[src/rtl/uart_pkg.sv]
// Shared types and helpers for the configurable UART receiver.
package uart_pkg;

    typedef enum logic [1:0] {
        PAR_NONE,
        PAR_ODD,
        PAR_EVEN
    } parity_e;

    typedef enum logic [2:0] {
        StIdle,
        StStart,
        StData,
        StParity,
        StStop,
        StBrkWait
    } rx_state_e;

    function automatic int unsigned clks_per_bit(input int unsigned clk_freq,
                                                 input int unsigned baud);
        return clk_freq / baud;
    endfunction

endpackage

[src/rtl/uart_rx_sampler.sv]
// Two-flop synchroniser for the rx pad followed by a 3-tap majority vote over synced samples.
module uart_rx_sampler (
    input  logic clk,
    input  logic rst,
    input  logic rx,
    output logic synced,
    output logic vote
);

    logic [1:0] sync_q;
    logic [1:0] hist_q;

    always_ff @(posedge clk) begin
        if (rst) begin
            sync_q <= 2'b11;
            hist_q <= 2'b11;
        end else begin
            sync_q <= {sync_q[0], rx};
            hist_q <= {hist_q[0], sync_q[1]};
        end
    end

    assign synced = sync_q[1];

    // Majority of the current synced sample and the two before it.
    assign vote = (hist_q[1] & hist_q[0]) | (hist_q[1] & synced) | (hist_q[0] & synced);

endmodule

[src/rtl/uart_rx_cfg.sv]
// Configurable UART receiver: data width, parity and stop bits, with valid/ready delivery and
// overrun, framing, parity and break status.
module uart_rx_cfg
    import uart_pkg::*;
#(
    parameter int unsigned CLK_FREQ  = 100_000_000,
    parameter int unsigned BAUD_RATE = 9600,
    parameter int unsigned DATA_BITS = 8,
    parameter parity_e     PARITY    = PAR_NONE,
    parameter int unsigned STOP_BITS = 1
) (
    input  logic                 clk,
    input  logic                 rst,
    input  logic                 rx,
    output logic [DATA_BITS-1:0] rx_data,
    output logic                 rx_valid,
    input  logic                 rx_ready,
    output logic                 frame_err,
    output logic                 parity_err,
    output logic                 break_det,
    output logic                 overrun
);

    localparam int unsigned CPB = clks_per_bit(CLK_FREQ, BAUD_RATE);
    localparam int unsigned CW  = $clog2(CPB + 1);
    localparam int unsigned BW  = $clog2(DATA_BITS + 1);

    localparam logic [CW-1:0] VOTE_AT   = CW'(CPB / 2 + 1);
    localparam logic [CW-1:0] LAST_CNT  = CW'(CPB - 1);
    localparam logic [BW-1:0] LAST_DATA = BW'(DATA_BITS - 1);
    localparam logic [BW-1:0] LAST_STOP = BW'(STOP_BITS - 1);

    if (CPB < 8) begin : g_chk_cpb
        $fatal(1, "uart_rx_cfg: clocks per bit must be at least 8");
    end
    if (DATA_BITS < 5 || DATA_BITS > 9) begin : g_chk_data
        $fatal(1, "uart_rx_cfg: DATA_BITS must be 5..9");
    end
    if (STOP_BITS < 1 || STOP_BITS > 2) begin : g_chk_stop
        $fatal(1, "uart_rx_cfg: STOP_BITS must be 1 or 2");
    end

    logic synced, vote;

    uart_rx_sampler u_sampler (
        .clk    (clk),
        .rst    (rst),
        .rx     (rx),
        .synced (synced),
        .vote   (vote)
    );

    rx_state_e            state_q, state_d;
    logic [CW-1:0]        cnt_q, cnt_d;
    logic [BW-1:0]        bit_q, bit_d;
    logic [DATA_BITS-1:0] shift_q, shift_d;
    logic                 fe_acc_q, fe_acc_d;
    logic                 pe_acc_q, pe_acc_d;
    logic                 zero_q, zero_d;
    logic                 done_q, done_d;
    logic                 prev_q;

    logic [DATA_BITS-1:0] data_q, data_d;
    logic                 valid_q, valid_d;
    logic                 frame_err_q, frame_err_d;
    logic                 parity_err_q, parity_err_d;
    logic                 break_det_q, break_det_d;
    logic                 overrun_q, overrun_d;

    logic at_vote, at_end, par_exp;

    assign at_vote = (cnt_q == VOTE_AT);
    assign at_end  = (cnt_q == LAST_CNT);
    assign par_exp = (PARITY == PAR_EVEN) ? ^shift_q : ~^shift_q;

    always_comb begin
        state_d  = state_q;
        cnt_d    = cnt_q + CW'(1);
        bit_d    = bit_q;
        shift_d  = shift_q;
        fe_acc_d = fe_acc_q;
        pe_acc_d = pe_acc_q;
        zero_d   = zero_q;
        done_d   = 1'b0;
        unique case (state_q)
            StIdle: begin
                cnt_d = '0;
                if (prev_q && !synced) begin
                    state_d  = StStart;
                    bit_d    = '0;
                    fe_acc_d = 1'b0;
                    pe_acc_d = 1'b0;
                    zero_d   = 1'b1;
                end
            end
            StStart: begin
                if (at_vote && vote) begin
                    state_d = StIdle;
                end else if (at_end) begin
                    state_d = StData;
                    cnt_d   = '0;
                end
            end
            StData: begin
                if (at_vote) begin
                    shift_d = {vote, shift_q[DATA_BITS-1:1]};
                    zero_d  = zero_q & ~vote;
                end
                if (at_end) begin
                    cnt_d = '0;
                    bit_d = bit_q + BW'(1);
                    if (bit_q == LAST_DATA) begin
                        bit_d   = '0;
                        state_d = (PARITY == PAR_NONE) ? StStop : StParity;
                    end
                end
            end
            StParity: begin
                if (at_vote) begin
                    pe_acc_d = (vote != par_exp);
                    zero_d   = zero_q & ~vote;
                end
                if (at_end) begin
                    cnt_d   = '0;
                    state_d = StStop;
                end
            end
            StStop: begin
                if (at_vote) begin
                    fe_acc_d = fe_acc_q | ~vote;
                    zero_d   = zero_q & ~vote;
                    // Leave at mid-stop so a back-to-back start edge is never missed.
                    if (bit_q == LAST_STOP) begin
                        done_d  = 1'b1;
                        cnt_d   = '0;
                        state_d = (zero_q & ~vote) ? StBrkWait : StIdle;
                    end
                end else if (at_end) begin
                    cnt_d = '0;
                    bit_d = bit_q + BW'(1);
                end
            end
            StBrkWait: begin
                if (!synced) begin
                    cnt_d = '0;
                end else if (at_end) begin
                    state_d = StIdle;
                end
            end
            default: state_d = StIdle;
        endcase
    end

    always_comb begin
        data_d       = data_q;
        valid_d      = valid_q;
        frame_err_d  = frame_err_q;
        parity_err_d = parity_err_q;
        break_det_d  = break_det_q;
        overrun_d    = 1'b0;
        if (done_q) begin
            if (!valid_q || rx_ready) begin
                data_d       = shift_q;
                frame_err_d  = fe_acc_q;
                parity_err_d = pe_acc_q;
                break_det_d  = zero_q;
                valid_d      = 1'b1;
            end else begin
                overrun_d = 1'b1;
            end
        end else if (valid_q && rx_ready) begin
            valid_d = 1'b0;
        end
    end

    always_ff @(posedge clk) begin
        if (rst) begin
            state_q      <= StIdle;
            cnt_q        <= '0;
            bit_q        <= '0;
            shift_q      <= '0;
            fe_acc_q     <= 1'b0;
            pe_acc_q     <= 1'b0;
            zero_q       <= 1'b1;
            done_q       <= 1'b0;
            prev_q       <= 1'b1;
            data_q       <= '0;
            valid_q      <= 1'b0;
            frame_err_q  <= 1'b0;
            parity_err_q <= 1'b0;
            break_det_q  <= 1'b0;
            overrun_q    <= 1'b0;
        end else begin
            state_q      <= state_d;
            cnt_q        <= cnt_d;
            bit_q        <= bit_d;
            shift_q      <= shift_d;
            fe_acc_q     <= fe_acc_d;
            pe_acc_q     <= pe_acc_d;
            zero_q       <= zero_d;
            done_q       <= done_d;
            prev_q       <= synced;
            data_q       <= data_d;
            valid_q      <= valid_d;
            frame_err_q  <= frame_err_d;
            parity_err_q <= parity_err_d;
            break_det_q  <= break_det_d;
            overrun_q    <= overrun_d;
        end
    end

    assign rx_data    = data_q;
    assign rx_valid   = valid_q;
    assign frame_err  = frame_err_q;
    assign parity_err = parity_err_q;
    assign break_det  = break_det_q;
    assign overrun    = overrun_q;

endmodule
[config.mk]
export PLATFORM = sky130hd
export DESIGN_NAME = uart_rx_cfg
export DESIGN_NICKNAME = d
export VERILOG_FILES = /design/src/rtl/uart_pkg.sv /design/src/rtl/uart_rx_sampler.sv /design/src/rtl/uart_rx_cfg.sv
export SDC_FILE = /design/constraint.sdc
export NUM_CORES = 1
export LEC_CHECK = 0
export ABC_CLOCK_PERIOD_IN_PS = 3600
export BUFFER_PORTS_ARGS = -buffer_cell sky130_fd_sc_hd__buf_2
export CORE_UTILIZATION = 40
export CTS_CLUSTER_DIAMETER = 200
export DETAILED_ROUTE_END_ITERATION = 16
export PLACE_DENSITY = 0.69
export SYNTH_ARGS = -nofsm -noshare
export SYNTH_HDL_FRONTEND = slang
export SYNTH_SLANG_ARGS = --single-unit
export TNS_END_PERCENT = 20
[constraint.sdc]
create_clock -name clk -period 3.6 [get_ports clk]
set_input_delay 0.36 -clock clk [delete_from_list [all_inputs] [get_ports clk]]
set_output_delay 0.36 -clock clk [all_outputs]
set_load 0.05 [all_outputs]
After elaboration in Yosys (flattened, before gate mapping)
Index checks and enable logic that the tools add are counted.
{"block": "classes", "magnitude_cmp": 0, "reduce_logical": 26, "n_eq_ne": 23, "add_sub_neg": 2, "n_shift": 0, "muxes": 37, "div": 0, "n_bitwise": 11, "multipliers": 0}
{"cell": "$mux W14", "n": 5}
{"cell": "$pmux W14 S5", "n": 1}
{"cell": "$mux W3", "n": 11}
{"cell": "$mux W4", "n": 5}
{"cell": "$ne A2 B2 Y1 const B", "n": 10}
{"cell": "$pmux W3 S6", "n": 1}
{"cell": "$add A14 B1 Y14 const B", "n": 1}
{"cell": "$eq A14 B13 Y1 const B", "n": 1}
{"cell": "$eq A14 B14 Y1 const B", "n": 1}
{"cell": "$pmux W4 S3", "n": 1}
{"cell": "$mux W1", "n": 10}
{"cell": "$reduce_and A3 Y1", "n": 3}
{"cell": "$reduce_and A9 Y1", "n": 1}
{"cell": "$reduce_bool A2 Y1", "n": 4}
{"cell": "$reduce_xnor A8 Y1", "n": 1}
{"cell": "$eq A3 B2 Y1 const B", "n": 2}
{"cell": "$eq A3 B3 Y1 const B", "n": 2}
{"cell": "$ne A2 B1 Y1 const B", "n": 3}
{"cell": "$pmux W1 S2", "n": 3}
{"cell": "$reduce_and A2 Y1", "n": 3}
{"cell": "$reduce_or A3 Y1", "n": 2}
{"cell": "$reduce_and A5 Y1", "n": 1}
{"cell": "$add A4 B1 Y4 const B", "n": 1}
{"cell": "$and A1 B1 Y1", "n": 4}
{"cell": "other kinds (13)", "n": 22}
{"block": "word_totals", "latchBits": 0, "romBits": 0, "in_bits": 4, "mem_count": 0, "ff_bits": 51, "mem_bits_rw": 0, "word_cells": 116, "output_inout_bits": 13}

Logic depth before layout (Yosys ltp)
Gate-level depths: netlist of run 1.
{"block": "depth", "word_depth": 9, "ltp_mapped": 8, "depth_no_buf": 7}

Modules after synthesis
Synthesis of run 1 repeated with hierarchy kept, for this count alone.
{"block": "unflattened", "hier_cells": 280, "area_unflattened_um2": 2458.6}
{"mod": "uart_rx_cfg", "seq_area_each_um2": 940.9, "instances": 1, "area_each_um2": 2342.2, "cells_per_inst": 271}
{"mod": "uart_rx_sampler", "seq_area_each_um2": 80.1, "instances": 1, "area_each_um2": 116.4, "cells_per_inst": 9}

Worst setup path after synthesis of run 1
No wires, ideal clock.
{"block": "synth_path", "path_type": "register to register", "start": "register cnt_q[0]", "end": "register state_q[1]", "required_time_ps": 3477, "stages_incl_launch_ff": 7, "setup_ps": 123, "synth_period_minus_slack_ps": 2195, "n_path_buf": 0, "path_slack_ps": 1405, "arrival_time_ps": 2072, "cell_sequence": "dfxtp_1 ha_1 or4b_1 nor4_4 nand3_1 a211oi_2 mux2_1"}
{"block": "synth_between", "elab_chain_cells": 4, "word_cells_on_any_way": 11, "classes_between": "eq/ne (7); mux (2); reduce/logical (2)"}
{"item": "from (decl)", "line_no": "uart_rx_cfg.sv:54", "text": "logic [CW-1:0] cnt_q, cnt_d;"}
{"item": "from (signal assigned)", "line_no": "uart_rx_cfg.sv:195", "text": "cnt_q <= cnt_d;"}
{"item": "$eq A14 B13 Y1", "line_no": "uart_rx_cfg.sv:72", "text": "assign at_vote = (cnt_q == VOTE_AT);"}
{"item": "$logic_and A1 B1 Y1", "line_no": "uart_rx_cfg.sv:97", "text": "if (at_vote && vote) begin"}
{"item": "$ne A3 B3 Y1 (no source line) / $mux W3 (equally long branches)"}
{"item": "$reduce_and A9 Y1 (no source line) / $pmux W3 S6 (equally long branches)"}
{"item": "to (signal assigned)", "line_no": "uart_rx_cfg.sv:178", "text": "state_q <= StIdle;"}
{"item": "to (signal assigned)", "line_no": "uart_rx_cfg.sv:194", "text": "state_q <= state_d;"}
{"item": "to (decl)", "line_no": "uart_rx_cfg.sv:53", "text": "rx_state_e state_q, state_d;"}
Parallel ways exist; a longest one is shown, timed or not.
A chain may end at the register's enable or synchronous reset.

Worst setup path after layout of run 1
{"block": "layout_path", "start": "register cnt_q[0]", "end": "register state_q[2]"}
Same word-level chain as after synthesis.

==> results.yml, run 1 <==
flow_run:
  cap_violations: 0
placement:
  dp.cells: 340
  place_hpwl_mm: 3.08
  gp_congestion: 0.781
  place.port_buffers: 16
clock_network:
  cts-htree-levels: 2
  holdBufCountCts: 0
  cts_tree: "done"
  clkSlewWorstSetupHoldPaths_ns: 0.09
  clock_sinks: 50
  clock_path_buffers: 2
  postCtsResizedCells: 0
  postCtsSetupBuffers: 0
  clock_latency_ns: 0.30
  clockRootBuffer: "clkbuf_8"
  numCtsBuffers: 5
synthesis:
  synth_warnings: 0
  synth_cells: 260
  synth_top_area_cell: "dfxtp_1"
  synthDominantCellAreaShare: 0.421
  synth_seq_cells: 50
  synth_nets: 268
  ys_seq_area_frac: 0.421
  synthDistinctLibCells: 48
  async_flop_share: 0
  yosys_most_used_dff: "dfxtp_1"
  synth_edf_count: 0
  avgSynthCellArea_um2: 9.15
  ys_top_cells_by_area: "dfxtp_1 42%, xnor2_1 5.2%, mux2i_1 5.0%"
  syn_area_mm2: 0.00238
route:
  ant_nets: 0
  met2WireLength_mm: 2.06
  firstDrtPassIters: 4
  vias: 1833
  wl_per_cell_um: 12.7
  drc: 0
  wl_met1_mm: 2.14
  dr_wl_met3_um: 131
  routed_wirelength_mm: 4.41
  drtIter0Drc: 71
  routed_via_density: 5.28
  top_layer: "met4"
setup_path:
  worst-r2r-setup-slack_ns: 1.11
  cp_top_family: "simple AND/OR/NAND/NOR gates"
  cp_num_buf_inv: 0
  critPathCaptureType: "flip-flop"
  worstPathCellList: "ha_1, or4b_1, nor4_4, nand3_1, a211oi_2, mux2_1"
  path_class: "reg -> reg"
  max_stage_delay_ns: 0.50
  cp-start-kind: "flip-flop"
  worstPathRequired_ns: 3.80
  arrival_ns: 2.68
  worst_path_max_delay_cell: "or4b_1"
  crit_fanout: 9
timing:
  setup_tns_ns: 0
  hold_ws_ns: 0.236
  period_minus_slack_ns: 2.49
  skew_ns: 0.00401
  drv_slew: 0
  timing.final.crit_share: 0.691
  setup_violations: 0
  fmax_mhz: 402
  hold_viol_final: 0
  worst_slew_margin_rel: 0.506
  tightest_slew_ns: 0.739
  rsz0062_at_grt: "false"
die:
  die-area_mm2: 0.00626
  fp.dieH_um: 79.1
  die_w_um: 79.1
  ios: 17
  rows: 27
  initial_core_util: 0.424
  core_mm2: 0.00561
power_and_ir_drop:
  power_leakage_nw: 0.995
  power_density_mw_per_mm2: 423
  ir_drop_uv: 191
cells_and_area:
  multiInputGateArea_mm2: 0.00130
  register_area_mm2: 0.00100
  areaGrowthSynthToFinish_pct: 10.9
  n_antenna_cell: 0
  n_fill_cell: 559
  instances_no_fill: 347
  layout-drive-gt1-share: 0.149
  fin_nets: 283
  final_core_util: 0.471
min_path:
  hold_path_class: "in -> reg"
global_routing:
  grt_max_degree: 30
  track_usage: 0.156
  antenna_found_initial: 0
  overflow: 0
  grt_pass1_wl_mm: 7.76
  grt_pass1_vias: 1799
outcome:
  status: "finished clean"
per-layer routing:
layer  global-route usage  vias to the layer above
met5                    0                        -
met4               0.0564                        0
met3               0.0460                        8
met2                0.267                       20
met1                0.184                      860
li1                     -                      945
final cells by class:
type                    count  share of cell area
clock buffers               5              0.0261
clock inverters             2              0.0147
inverters                   7             0.00995
multi-input cells         190               0.491
flip-flops and latches     50               0.379
well taps                  72              0.0341
repair buffers             21              0.0445
metrics by stage:
| step | cell area [um2] | setup WS (ns) | total power, W |
|---|---|---|---|
| detailed placement | 2530 | 1.11 | 0.000743 |
| global placement | 2530 | 1.22 | 0.000739 |
| global route | 2640 | 0.948 | 0.00117 |
| CTS | 2640 | 1.09 | 0.00113 |
| floorplan | 2380 | 1.40 | 0.000709 |
| finish | 2640 | 1.11 | 0.00112 |
where the power goes:
group	leakage, nW	internal, W	switching, W
logic	0.537	0.0000571	0.0000805
registers	0.404	0.000564	0.0000272
clock network	0.0542	0.000204	0.000183
total	0.995	0.000826	0.000291
final timing paths:
path / start / endpoint / depth (start not counted)
setup / recovery: cnt_q[0] / state_q[2] / 6
setup reg to reg: cnt_q[0] / state_q[2] / 6
hold reg to reg: u_sampler.sync_q[0] / u_sampler.sync_q[1] / 1
hold / removal: rx / u_sampler.sync_q[0] / 2
cell usage after synthesis (2+ instances only):
library cell	number
dfxtp_1	50
nor2_1	24
nand2_1	20
nor3_1	20
a21oi_1	16
xnor2_1	14
nand3_1	13
mux2i_1	12
clkbuf_1	8
inv_1	7
o21ai_0	6
buf_2	5
xor2_1	5
ha_1	4
nor2b_1	4
or2_2	4
and3_1	3
nand2b_1	3
nand4_1	3
nor4_4	3
a21o_1	2
a31oi_1	2
mux2_1	2
nand3b_1	2
nand4bb_1	2
nor3b_1	2
nor4b_1	2
or3b_1	2
kinds of logic (layout without fill, tap and decap cells):
group | count (synthesis) | after routing | synth area share
simple gates | 115 | 115 | 0.285
fa+ha+maj | 4 | 4 | 0.0210
buf+inv | 20 | 35 | 0.0342
mux | 14 | 14 | 0.0599
xor+xnor | 20 | 20 | 0.0794
compound gates | 37 | 37 | 0.0994
flops | 50 | 50 | 0.421
registers in the layout, indices dropped and copies added, names as in the netlist:
name and flops:
cnt_q 14, u_sampler.sync_q 2, frame_err 1, u_sampler.hist_q 2, overrun 1, pe_acc_q 1, bit_q 4, zero_q 1
state_q 3, break_det 1, rx_valid 1, shift_q 8, rx_data 8, done_q 1, parity_err 1, fe_acc_q 1
layout by cell type, fill, tap and decap left out, drive strengths merged, types with 5 or more instances in the layout:
cell,instances
xor2,5
inv,7
nand2,20
nor2,24
mux2i,12
dfxtp,50
a21oi,17
buf,21
o21ai,6
clkbuf,5
nand3,13
xnor2,14
nor3,20
(Power assumes the default switching activity.)
==> inputs of run 2 (changes only) <==
ABC_CLOCK_PERIOD_IN_PS = 2000   (was 3600)
PLACE_DENSITY = 0.71   (was 0.69)
clock period = 2 ns   (was 3.6 ns; I/O delays follow)
==> run 2 against run 1 <==
Compared with the run above:
- the run now ends with setup timing left
- non-clock buffer count increased by 34
- clock-buffer cell count stayed put
- register-to-register slack worse by 1.2 ns
- cell count up 9.8%
- core utilization is 7.6 points higher
- global-route usage rose by 2.0 points
- critical endpoint is now state_q[1]
- largest cell class unchanged
==> results.yml, run 2 (synthesized netlist as in run 1, its figures left out) <==
timing:
  tightest_slew_ns: 0.691
  fmax_mhz: 473
  timing.final.crit_share: 1.06
  hold_viol_final: 0
  setup_tns_ns: -0.663
  rsz0062_at_grt: "true"
  hold_ws_ns: 0.0873
  period_minus_slack_ns: 2.11
  setup_violations: 18
  skew_ns: 0.00564
  setup_slack_ns: -0.112
  worst_slew_margin_rel: 0.527
  drv_slew: 0
die:
  die_w_um: 79.1
  fp.dieH_um: 79.1
  core_mm2: 0.00561
  die-area_mm2: 0.00626
  ios: 17
  rows: 27
  initial_core_util: 0.424
cells_and_area:
  fin_nets: 317
  layout_common_cells: "47 x dfxtp_1, 35 x buf_4, 24 x nor2_1"
  final_core_util: 0.547
  final_common_cell: "dfxtp_1"
  n_antenna_cell: 0
  top_register: "cnt_q"
  areaGrowthSynthToFinish_pct: 28.9
  largest_reg_flops: 14
  layout-drive-gt1-share: 0.333
global_routing:
  antenna_found_initial: 0
  grt_pass1_wl_mm: 8.78
  grt_pass1_vias: 1927
  grt_max_degree: 28
  track_usage: 0.176
  overflow: 0
setup_path:
  worstPathRequired_ns: 2.19
  cp-start-kind: "flip-flop"
  critPathCaptureType: "flip-flop"
  worstPathCellList: "inv_2, ha_4, or4b_4, nor4_4, nand3_1, a211oi_4, mux2_1"
  path_class: "reg -> reg"
  cp_top_family: "simple AND/OR/NAND/NOR gates"
  cp_num_buf_inv: 1
  worst_path_max_delay_cell: "or4b_4"
  arrival_ns: 2.30
  crit_fanout: 3
  max_stage_delay_ns: 0.47
clock_network:
  numCtsBuffers: 5
  clockRootBuffer: "clkbuf_8"
  cts_tree: "done"
  clock_path_buffers: 2
  cts-htree-levels: 2
  clock_sinks: 50
  clkSlewWorstSetupHoldPaths_ns: 0.09
  clock_latency_ns: 0.30
  holdBufCountCts: 0
power_and_ir_drop:
  switchingPower_w: 0.000589
  ir_drop_uv: 489
  combPwrFrac: 0.191
  share_seq_of_total_power: 0.486
  swShare: 0.273
  power_leakage_nw: 1.22
  pwr-share-clk: 0.323
  p_int_w: 0.00157
  power_density_mw_per_mm2: 704
placement:
  place.port_buffers: 16
  gp_congestion: 0.853
  place_hpwl_mm: 3.44
route:
  ant_nets: 0
  drc: 0
  firstDrtPassIters: 4
  routed_via_density: 5.20
  vias: 1981
  wl_per_cell_um: 13.5
  drtIter0Drc: 96
  routed_wirelength_mm: 5.16
min_path:
  hold_path_class: "in -> reg"
flow_run:
  cap_violations: 0
outcome:
  status: "finished, violations left"
  violations: "setup timing"
-- run 2: changes by cell type in the layout (fill, tap and decap cells not counted), moves of 4 or more --
cell,change
a21oi_2,+4
a21oi_1,-5
nor3_1,-12
buf_6,+4
nor3_2,+10
buf_4,+30
-- run 2: worst paths after layout --
path | startpoint | to | slack [ns] | cells after the start
hold reg to reg | u_sampler.sync_q[0] | u_sampler.sync_q[1] | 0.41 | 1
setup reg to reg | cnt_q[1] | state_q[1] | -0.11 | 7
setup / recovery | cnt_q[1] | state_q[1] | -0.11 | 7
hold / removal | rx | u_sampler.sync_q[0] | 0.09 | 2
-- run 2: metal layers --
metal | share of wire | track usage | up-vias | routed length (um)
met5 | 0 | 0 | - | 0
met4 | 0.011 | 0.0509 | 0 | 59
met3 | 0.036 | 0.0333 | 7 | 184
met2 | 0.50 | 0.306 | 30 | 2550
met1 | 0.46 | 0.219 | 930 | 2360
li1 | - | - | 1014 | -
-- run 2: final cells by class --
cell class	count	area [um2]
clock inverters	2	38.8
multi-input cells	190	1450
well taps	72	90.1
repair buffers	55	388
fillers	525	2540
clock buffers	5	68.8
flip-flops and latches	50	1000
inverters	7	26.3
-- run 2: power groups by stage --
stage               sequential (W)  combinational (W)  clock (W)
floorplan                  0.00106           0.000223          0
global placement           0.00107           0.000327          0
detailed placement         0.00107           0.000330          0
CTS                        0.00105           0.000375   0.000726
global route               0.00105           0.000453   0.000770
finish                     0.00105           0.000413   0.000696
-- run 2: stage by stage --
step                instances  instance area, um2  setup WS, ns  total power [W]
floorplan                 260                2390        -0.139          0.00128
global placement          369                2760       -0.0697          0.00139
detailed placement        369                2760        -0.125          0.00140
CTS                       380                2980       -0.0863          0.00215
global route              381                3070        -0.226          0.00227
finish                    381                3070        -0.112          0.00216
-- run 2: what timing repair did --
item / in CTS / in global routing
hold endpoints to repair: 0 / 0
pin swaps: 11 / 22
resized for setup: 19 / 17
buffers inserted: 4 / 1
endpoints found under the setup margin: 18 / 30
